--- config.mk ---
export PLATFORM = sky130hd
export DESIGN_NAME = note_sequencer
export DESIGN_NICKNAME = d
export VERILOG_FILES = /design/src/rtl/note_sequencer.sv
export SDC_FILE = /design/constraint.sdc
export NUM_CORES = 1
export LEC_CHECK = 0
export CORE_MARGIN = 3
export CORE_UTILIZATION = 35
export CTS_CLUSTER_DIAMETER = 80
export DETAILED_ROUTE_END_ITERATION = 8
export SLEW_MARGIN = 5
export SYNTH_ARGS = -nofsm -noshare
export SYNTH_HDL_FRONTEND = slang
export SYNTH_SLANG_ARGS = --single-unit
--- constraint.sdc ---
create_clock -name clk -period 10.7 [get_ports clk]
set_input_delay 2.14 -clock clk [delete_from_list [all_inputs] [get_ports clk]]
set_output_delay 2.14 -clock clk [all_outputs]
set_load 0.01 [all_outputs]
--- src/rtl/note_sequencer.sv ---
// note_sequencer
//   Plays a fixed 8-entry melody into one synthesizer channel. A push-button
//   toggles playback; each note lasts a whole number of tempo steps, and the
//   final GAP_TICKS cycles of every note are silenced so that repeated notes
//   articulate.
//
// Parameters
//   TICK_DIV  : clock cycles per tempo step (>= 2)
//   GAP_TICKS : silent cycles at the end of each note (0 < GAP_TICKS < TICK_DIV)
//   LOOP      : 1 wraps entry 7 -> entry 0, 0 stops after entry 7
//
// Ports
//   clk      in   system clock
//   rst      in   synchronous active-high reset
//   play_btn in   raw asynchronous button, each rising edge toggles play/stop
//   pitch    out  12-bit divider code for channel.pitch (registered)
//   waveform out  2-bit waveform select for channel.waveform (registered)
//   ena      out  channel enable (registered)
//   step     out  index of the current melody entry (registered)
//   playing  out  high while a note (sounding or gap) is in progress (registered)
module note_sequencer #(
    parameter int unsigned TICK_DIV  = 1_500_000,
    parameter int unsigned GAP_TICKS = 120_000,
    parameter bit          LOOP      = 1'b1
) (
    input  logic        clk,
    input  logic        rst,
    input  logic        play_btn,
    output logic [11:0] pitch,
    output logic [1:0]  waveform,
    output logic        ena,
    output logic [2:0]  step,
    output logic        playing
);

    localparam int unsigned NW = $clog2(4 * TICK_DIV);

    typedef enum logic [1:0] {
        IDLE = 2'd0,
        PLAY = 2'd1,
        GAP  = 2'd2
    } state_t;

    // ROM word layout: {pitch[11:0], duration-1[1:0], waveform[1:0]}
    function automatic logic [15:0] melody_rom(input logic [2:0] idx);
        melody_rom = '0;
        case (idx)
            3'd0: melody_rom = {12'd178, 2'd1, 2'b10};
            3'd1: melody_rom = {12'd133, 2'd0, 2'b10};
            3'd2: melody_rom = {12'd0,   2'd0, 2'b00};
            3'd3: melody_rom = {12'd89,  2'd0, 2'b01};
            3'd4: melody_rom = {12'd44,  2'd3, 2'b10};
            3'd5: melody_rom = {12'd59,  2'd1, 2'b00};
            3'd6: melody_rom = {12'd0,   2'd1, 2'b00};
            3'd7: melody_rom = {12'd178, 2'd0, 2'b11};
            default: melody_rom = '0;
        endcase
    endfunction

    // ------------------------------------------------------------------
    // Button synchronizer and rising-edge detector
    // ------------------------------------------------------------------
    logic sync1, sync2, prev;
    logic fill1, fill2;
    logic toggle;

    // fill1/fill2 track whether sync2 holds a real button sample yet. Until
    // it does, prev is pinned high, so a button held through reset has to be
    // seen low before it can produce a toggle.
    always_ff @(posedge clk) begin
        if (rst) begin
            sync1 <= 1'b0;
            sync2 <= 1'b0;
            prev  <= 1'b1;
            fill1 <= 1'b0;
            fill2 <= 1'b0;
        end else begin
            sync1 <= play_btn;
            sync2 <= sync1;
            fill1 <= 1'b1;
            fill2 <= fill1;
            prev  <= fill2 ? sync2 : 1'b1;
        end
    end

    assign toggle = sync2 & ~prev;

    // ------------------------------------------------------------------
    // Sequencer FSM
    // ------------------------------------------------------------------
    state_t        state, state_n;
    logic [NW-1:0] ncnt, ncnt_n;
    logic [2:0]    step_n;
    logic [11:0]   pitch_n;
    logic [1:0]    waveform_n;
    logic          ena_n;
    logic          playing_n;

    logic [15:0]   rom_cur, rom_next, rom_first;
    logic [31:0]   note_len, gap_start, note_end, ncnt_ext;
    logic          go_idle;

    assign rom_cur   = melody_rom(step);
    assign rom_next  = melody_rom(step + 3'd1);
    assign rom_first = melody_rom(3'd0);

    assign note_len  = (32'(rom_cur[3:2]) + 32'd1) * TICK_DIV;
    assign gap_start = note_len - GAP_TICKS - 32'd1;
    assign note_end  = note_len - 32'd1;
    assign ncnt_ext  = 32'(ncnt);

    always_comb begin
        state_n    = state;
        ncnt_n     = ncnt;
        step_n     = step;
        pitch_n    = pitch;
        waveform_n = waveform;
        ena_n      = ena;
        go_idle    = 1'b0;

        case (state)
            IDLE: begin
                if (toggle) begin
                    state_n    = PLAY;
                    ncnt_n     = '0;
                    step_n     = '0;
                    pitch_n    = rom_first[15:4];
                    waveform_n = rom_first[1:0];
                    ena_n      = (rom_first[15:4] != 12'd0);
                end
            end
            PLAY: begin
                if (toggle) begin
                    go_idle = 1'b1;
                end else begin
                    ncnt_n = ncnt + NW'(1);
                    if (ncnt_ext == gap_start) begin
                        state_n = GAP;
                        ena_n   = 1'b0;
                    end
                end
            end
            GAP: begin
                // A toggle wins over a note end landing on the same cycle.
                if (toggle) begin
                    go_idle = 1'b1;
                end else if (ncnt_ext == note_end) begin
                    if (step == 3'd7 && LOOP == 1'b0) begin
                        go_idle = 1'b1;
                    end else begin
                        state_n    = PLAY;
                        ncnt_n     = '0;
                        step_n     = step + 3'd1;
                        pitch_n    = rom_next[15:4];
                        waveform_n = rom_next[1:0];
                        ena_n      = (rom_next[15:4] != 12'd0);
                    end
                end else begin
                    ncnt_n = ncnt + NW'(1);
                end
            end
            default: go_idle = 1'b1;
        endcase

        if (go_idle) begin
            state_n    = IDLE;
            ncnt_n     = '0;
            step_n     = '0;
            pitch_n    = '0;
            waveform_n = '0;
            ena_n      = 1'b0;
        end

        playing_n = (state_n != IDLE);
    end

    always_ff @(posedge clk) begin
        if (rst) begin
            state    <= IDLE;
            ncnt     <= '0;
            step     <= '0;
            pitch    <= '0;
            waveform <= '0;
            ena      <= 1'b0;
            playing  <= 1'b0;
        end else begin
            state    <= state_n;
            ncnt     <= ncnt_n;
            step     <= step_n;
            pitch    <= pitch_n;
            waveform <= waveform_n;
            ena      <= ena_n;
            playing  <= playing_n;
        end
    end

endmodule
==> run metrics, run 1 <==
outcome=finished clean; Post-synth ARST share=0%; most frequent cells after synthesis=47 x dfxtp_1, 41 x nor2_1, 28 x nand2_1, 26 x nand3_1, 19 x ha_1; num ports=22; crit path buf inv count=1; sequential power share=54.1%; Layout area overhead=9.96%; VDD IR-drop max=0.0000486 V; clk buf depth=2; Compound-Gate Fraction of Synth Area=15.5%; CP top delay family=compound AO/OA/AOI/OAI gates; PortBufs=17; Root Buffer=clkbuf_8; Yosys top cell by area=dfxtp_1; post-route ant nets=0; RSZ-0062 raised after global routing=no; HP Class=reg -> reg; P_leak=0.00120 uW; placed standard-cell area=3300 um^2; Synth Area in Simple Gates=29.8%; drt pass-1 iters=5; worst flop-to-flop path endpoint=ncnt[11]$_SDFFE_PP0P_; CTS H-tree lvls=2; initial antenna violation count=0; CP Capture Point=ncnt[11]$_SDFFE_PP0P_; fmax=227 MHz; initial detailed-routing violation count=109; CTS clk-pin slew, worst paths=0.09 ns; TNS Setup=0 ns; sequential-to-total area share from yosys stat=30.2%; Placement Setup Slack=6.24 ns; Stages on worst setup path=11; CP Launch Type=flip-flop; Total GRT Usage=14.9%; combinational family with the most area after synthesis=simple AND/OR/NAND/NOR gates; post-layout min period=4.41 ns; total grt overflow=0; Num CTS Buffers=5; core area=8420 um^2; pin count of the biggest net entering global routing=23; final hold violation count=0; Finished Cell Area=3430 um^2; FF-to-FF path depth=11; worst reg-to-reg setup slack=6.29 ns; final setup fails=0; Die X=100 um; Setup WS post-layout=6.29 ns; CP max FO=22; post-synthesis xor/xnor area fraction=9.28%; vias in the first global route=2592; # rows=33; die height=100 um; post-synth top area share=30.2%; crit path from=rom_cur[2]$_DFF_P_; Clk pwr share=43.2%; Hold Buf Count CTS=0; Worst Tran Pin Value=0.870 ns; Sw Pwr=70.4 uW; Synth Instances=374; Post-CTS Resized=0; Routed WL per cell=14.2 um; most used cell, CP=ha_1; Area contributors post-synth=dfxtp_1 30%, ha_1 7.6%, xnor2_1 5.1%, nor2_1 4.9%, xor2_1 4.2%; WL final=6920 um; CP max-delay cell=o31ai_4; Max stage delay on crit path=0.77 ns; Pwr Total=327 uW; dpl cells=479; cells along the critical path=inv_1 > ha_1 > xnor2_1 > ha_1 > nand4b_1 > and3_1 > or4_4 > a2111oi_4 > a21oi_2 > o31ai_4 > nor2_1; DR DRC count=0; Synth Area in Adders=7.95%; combinational share of power=2.7%; clk_lat worst skew=0.31 ns; most common cell in the netlist=dfxtp_1; Setup Fix Bufs, Post-CTS=0; via/cell ratio=5.40; Power Density=95.3 nW/um^2; Critical Path AT=4.56 ns; Placer Congestion=0.789; diode count=0; mux cell area share after synthesis=1.12%; Post-Route Skew=0.0151 ns; Pins Over Slew Limit=0; first-pass GRT wire length=12400 um; share of cells above drive strength 1=6.81%; Vias=2631; Post-layout nets=403; Post-Layout Cell Count=487; CP Capture Type=flip-flop; Post-Syn Area=3120 um^2; MaxCap Viol Count=0; CTS sink cnt=47; initial core utilization=37.0%; Tcrit/Tclk final=41.2%; Yosys warning total=0; EDFF count, synth=0; Int Power=256 uW; synthesis-stage register bit count=47; Net Sw Frac=21.6%; CTS tree=built; post-DP HPWL=5150 um; Post-synth top flop=dfxtp_1; Slew headroom=42.0%; Synth cell types=61; Crit Path Class=reg -> reg; worst flop-to-flop path startpoint=rom_cur[2]$_DFF_P_; Syn Area/Cell=8.33 um^2; Critical Path RT=10.86 ns; die area=10100 um^2
==> worst reg2reg max path: stages (launching register included) <==
cell       delay, ns
dfxtp_1         0.64
inv_1           0.19
ha_1            0.67
xnor2_1         0.15
ha_1            0.31
nand4b_1        0.11
and3_1          0.21
or4_4           0.46
a2111oi_4       0.50
a21oi_2         0.14
o31ai_4         0.77
nor2_1          0.12
==> layer usage <==
| layer | GRT usage (%) | vias up | share of wire [%] |
|---|---|---|---|
| li1 | - | 1330 | - |
| met1 | 20.3 | 1233 | 49 |
| met3 | 2.43 | 7 | 3.5 |
| met4 | 3.73 | 0 | 1.2 |
| met5 | 0 | - | 0 |
| met2 | 24.4 | 61 | 47 |
==> cell families after synthesis <==
group | count (synthesis)
and+or+nand+nor | 175
AOI/OAI and AO/OA | 59
DFF | 47
buffers and inverters | 36
xor gates and xnor gates | 33
adders and majority gates | 20
muxes | 3
other | 1
==> worst min path at each step <==
stage | start | endpoint | slack (ns) | cells past startpoint
global placement | fill2$_SDFF_PP0_ | prev$_SDFF_PP1_ | 0.35 | 1
floorplan | fill2$_SDFF_PP0_ | prev$_SDFF_PP1_ | 0.34 | 1
global route | fill2$_SDFF_PP0_ | prev$_SDFF_PP1_ | 0.40 | 1
detailed placement | fill2$_SDFF_PP0_ | prev$_SDFF_PP1_ | 0.36 | 1
CTS | fill2$_SDFF_PP0_ | prev$_SDFF_PP1_ | 0.38 | 1
finish | fill2$_SDFF_PP0_ | prev$_SDFF_PP1_ | 0.37 | 1
==> cells in the final DEF, fill, tap and decap left out, drive strengths merged, types with 7 or more instances in the layout <==
cell           count
inv               16
xor2              15
ha                19
clkdlybuf4s50     17
xnor2             18
o21ai              9
nand3             27
nand2             28
a21oi             16
nor2              41
nor3              16
and2               7
dfxtp             47
==> metrics by stage <==
step | utilization, % | hold slack [ns]
finish | 40.7 | 0.370
floorplan | - | 0.343
global route | 40.7 | 0.401
global placement | 39.2 | 0.354
CTS | 40.7 | 0.377
detailed placement | 39.2 | 0.363
==> power by group through the flow <==
stage	Sequential (uW)	Clock [uW]	Combinational (uW)
2_1_floorplan	181	0	7.50
3_3_place_gp	181	0	8.91
3_5_place_dp	181	0	9.00
4_1_cts	177	144	9.03
5_1_grt	177	151	10.0
6_report	177	141	8.83
==> state kept, by name, indices dropped and copies added, names as in the netlist <==
register / count
playing: 1
ena: 1
rom_cur: 2
fill2: 1
fill1: 1
prev: 1
pitch: 8
waveform: 2
ncnt: 23
state: 2
step: 3
sync1: 1
sync2: 1
==> final cells by class <==
cell class              instances  area (um^2)
clock inverters                 2         38.8
fillers                       870         5000
multi-input cells             294         2000
well taps                     105          131
inverters                      15         56.3
flip-flops and latches         47          941
clock buffers                   6         82.6
repair buffers                 18          178
No activity file was read; power rests on OpenSTA's default activity.
==> run 2: changes to the inputs <==
==> constraint.sdc (replaced) <==
create_clock -name clk -period 3.8 [get_ports clk]
set_input_delay 0.76 -clock clk [delete_from_list [all_inputs] [get_ports clk]]
set_output_delay 0.76 -clock clk [all_outputs]
set_load 0.01 [all_outputs]
==> run metrics, run 2 (same netlist as run 1, synthesis figures left out) <==
CTS H-tree lvls=2 (unchanged); first-pass GRT wire length=11800 um (-4.7%); Vias=2654 (+0.87%); DR DRC count=0 (unchanged); Setup Fix Bufs, Post-CTS=0 (unchanged); Pins Over Slew Limit=0 (unchanged); final setup fails=0 (unchanged); CP Launch Type=flip-flop; die height=100 um (unchanged); clk_lat worst skew=0.30 ns (about the same); Total GRT Usage=14.1% (-0.75 points); CP Capture Type=flip-flop; PortBufs=17 (unchanged); Num CTS Buffers=5 (unchanged); cells along the critical path=inv_1 > ha_1 > xnor2_1 > ha_1 > nand4b_1 > and3_1 > or4_4 > a2111oi_4 > nand3_2 > or3_1 > o211a_1; CTS tree=built; P_leak=0.00120 uW (about the same); CP max-delay cell=or4_4; post-route ant nets=0 (unchanged); initial detailed-routing violation count=110 (+0.92%); core area=8420 um^2 (unchanged); FF-to-FF path depth=11 (unchanged); TNS Setup=0 ns (unchanged); worst reg-to-reg setup slack=0.22 ns (-6.08 ns); Die X=100 um (unchanged); Crit Path Class=reg -> reg; diode count=0 (unchanged); VDD IR-drop max=0.000139 V (+180%); Post-CTS Resized=0 (unchanged); WL final=6990 um (+1.0%); Max stage delay on crit path=0.46 ns (-0.31 ns); Routed WL per cell=14.3 um (+0.42%); total grt overflow=0 (unchanged); most common cell after layout, fill and taps aside=dfxtp_1; CP max FO=16 (-27%); RSZ-0062 raised after global routing=no; CTS sink cnt=47 (unchanged); # rows=33 (unchanged); CTS clk-pin slew, worst paths=0.09 ns (about the same); most used cell, CP=ha_1; clk buf depth=2 (unchanged); GRT Max-Usage Layer=met2; Post-layout nets=406 (+0.74%); Biggest register=ncnt; HP Class=reg -> reg; Power Density=240 nW/um^2 (+150%); outcome=finished clean; Placer Congestion=0.895 (+13%); via/cell ratio=5.42 (+0.26%); fmax=279 MHz (+23%); MaxCap Viol Count=0 (unchanged); met3 Usage GRT=2.85% (+0.42 points); Hold Path Stages=1 (unchanged); post-DP HPWL=5200 um (+1.1%); Placement Setup Slack=0.223 ns (-6.02 ns); Critical Path RT=4.00 ns (-6.86 ns); Critical Path AT=3.79 ns (-0.77 ns); initial antenna violation count=0 (unchanged); Post-Route Skew=0.0159 ns (+0.000795 ns); worst flop-to-flop path endpoint=pitch[1]$_SDFFE_PP0P_; final hold violation count=0 (unchanged); Pwr Total=818 uW (+150%); M2 GR Usage=23.8% (-0.56 points); post-layout min period=3.58 ns (-0.824 ns); Layout area overhead=9.48%; vias in the first global route=2460 (-5.1%); Tcrit/Tclk final=94.3% (+53 points); highest-count cells in the layout ignoring fill and taps=47 x dfxtp_1, 41 x nor2_1, 28 x nand2_1, 26 x nand3_1, 19 x ha_1; pin count of the biggest net entering global routing=23 (unchanged); share of cells above drive strength 1=7.53% (+0.73 points); met1 Use GR=18.4% (-2.0 points); Hold Buf Count CTS=0 (unchanged); num ports=22 (unchanged); Slew headroom=49.5% (+7.5 points); CP Capture Point=pitch[1]$_SDFFE_PP0P_; Root Buffer=clkbuf_8; worst flop-to-flop path startpoint=rom_cur[3]$_SDFF_PN0_; crit path from=rom_cur[3]$_SDFF_PN0_; Setup WS post-layout=0.217 ns (-6.08 ns); initial core utilization=37.0% (unchanged); Largest register FFs=23 (unchanged); largest registers=ncnt (23), pitch (8), step (3); Worst Tran Pin Value=0.757 ns (-0.112 ns); drt pass-1 iters=4 (-1); die area=10100 um^2 (unchanged)
[run 2: changes by cell type in the layout (fill, tap and decap cells not counted), sizes merged]
cell / previous run / this run
bufinv: 1 / 0
buf: 1 / 4
clkbuf: 6 / 5
inv: 16 / 15
clkinv: 0 / 3
[run 2: worst min path at each step]
stage,to,start
after floorplan,prev$_SDFF_PP1_,fill2$_SDFF_PP0_
after global placement,prev$_SDFF_PP1_,fill2$_SDFF_PP0_
after detailed placement,prev$_SDFF_PP1_,fill2$_SDFF_PP0_
after CTS,prev$_SDFF_PP1_,fill2$_SDFF_PP0_
after global routing,prev$_SDFF_PP1_,fill2$_SDFF_PP0_
final,prev$_SDFF_PP1_,fill2$_SDFF_PP0_
[run 2: final cells by class]
| class | instances | area (um^2) |
|---|---|---|
| clock buffers | 5 | 68.8 |
| clock inverters | 3 | 15.0 |
| fillers | 874 | 5010 |
| inverters | 15 | 56.3 |
| multi-input cells | 294 | 2000 |
| flip-flops and latches | 47 | 941 |
| well taps | 105 | 131 |
| repair buffers | 21 | 200 |
[run 2: power breakdown]
part           leakage (uW)  internal [uW]  switching (uW)
sequential         0.000380            496            1.54
combinational      0.000770           9.46            16.9
clock             0.0000477            126             168
[run 2: worst max-delay path: cells and delay by family (launching register included)]
| kind | cells | cell delay [ns] |
|---|---|---|
| fa+ha+maj | 2 | 0.63 |
| xor+xnor | 1 | 0.14 |
| compound gates | 2 | 0.57 |
| buf+inv | 1 | 0.12 |
| flops | 1 | 0.42 |
| simple gates | 5 | 1.61 |
[run 2: layer usage]
metal	wire length, um	up-vias
met2	3240	67
met1	3360	1246
li1	-	1335
met4	58	0
met5	0	-
met3	334	6
[run 2: metrics by stage]
step           cell area [um^2]  util, %  hold WS, ns  std cells
4_1_cts                    3410     40.5        0.371        490
3_3_place_gp               3330     39.5        0.350        482
6_report                   3410     40.5        0.365        490
3_5_place_dp               3330     39.5        0.358        482
5_1_grt                    3410     40.5        0.402        490
2_1_floorplan              3130        -        0.343        377
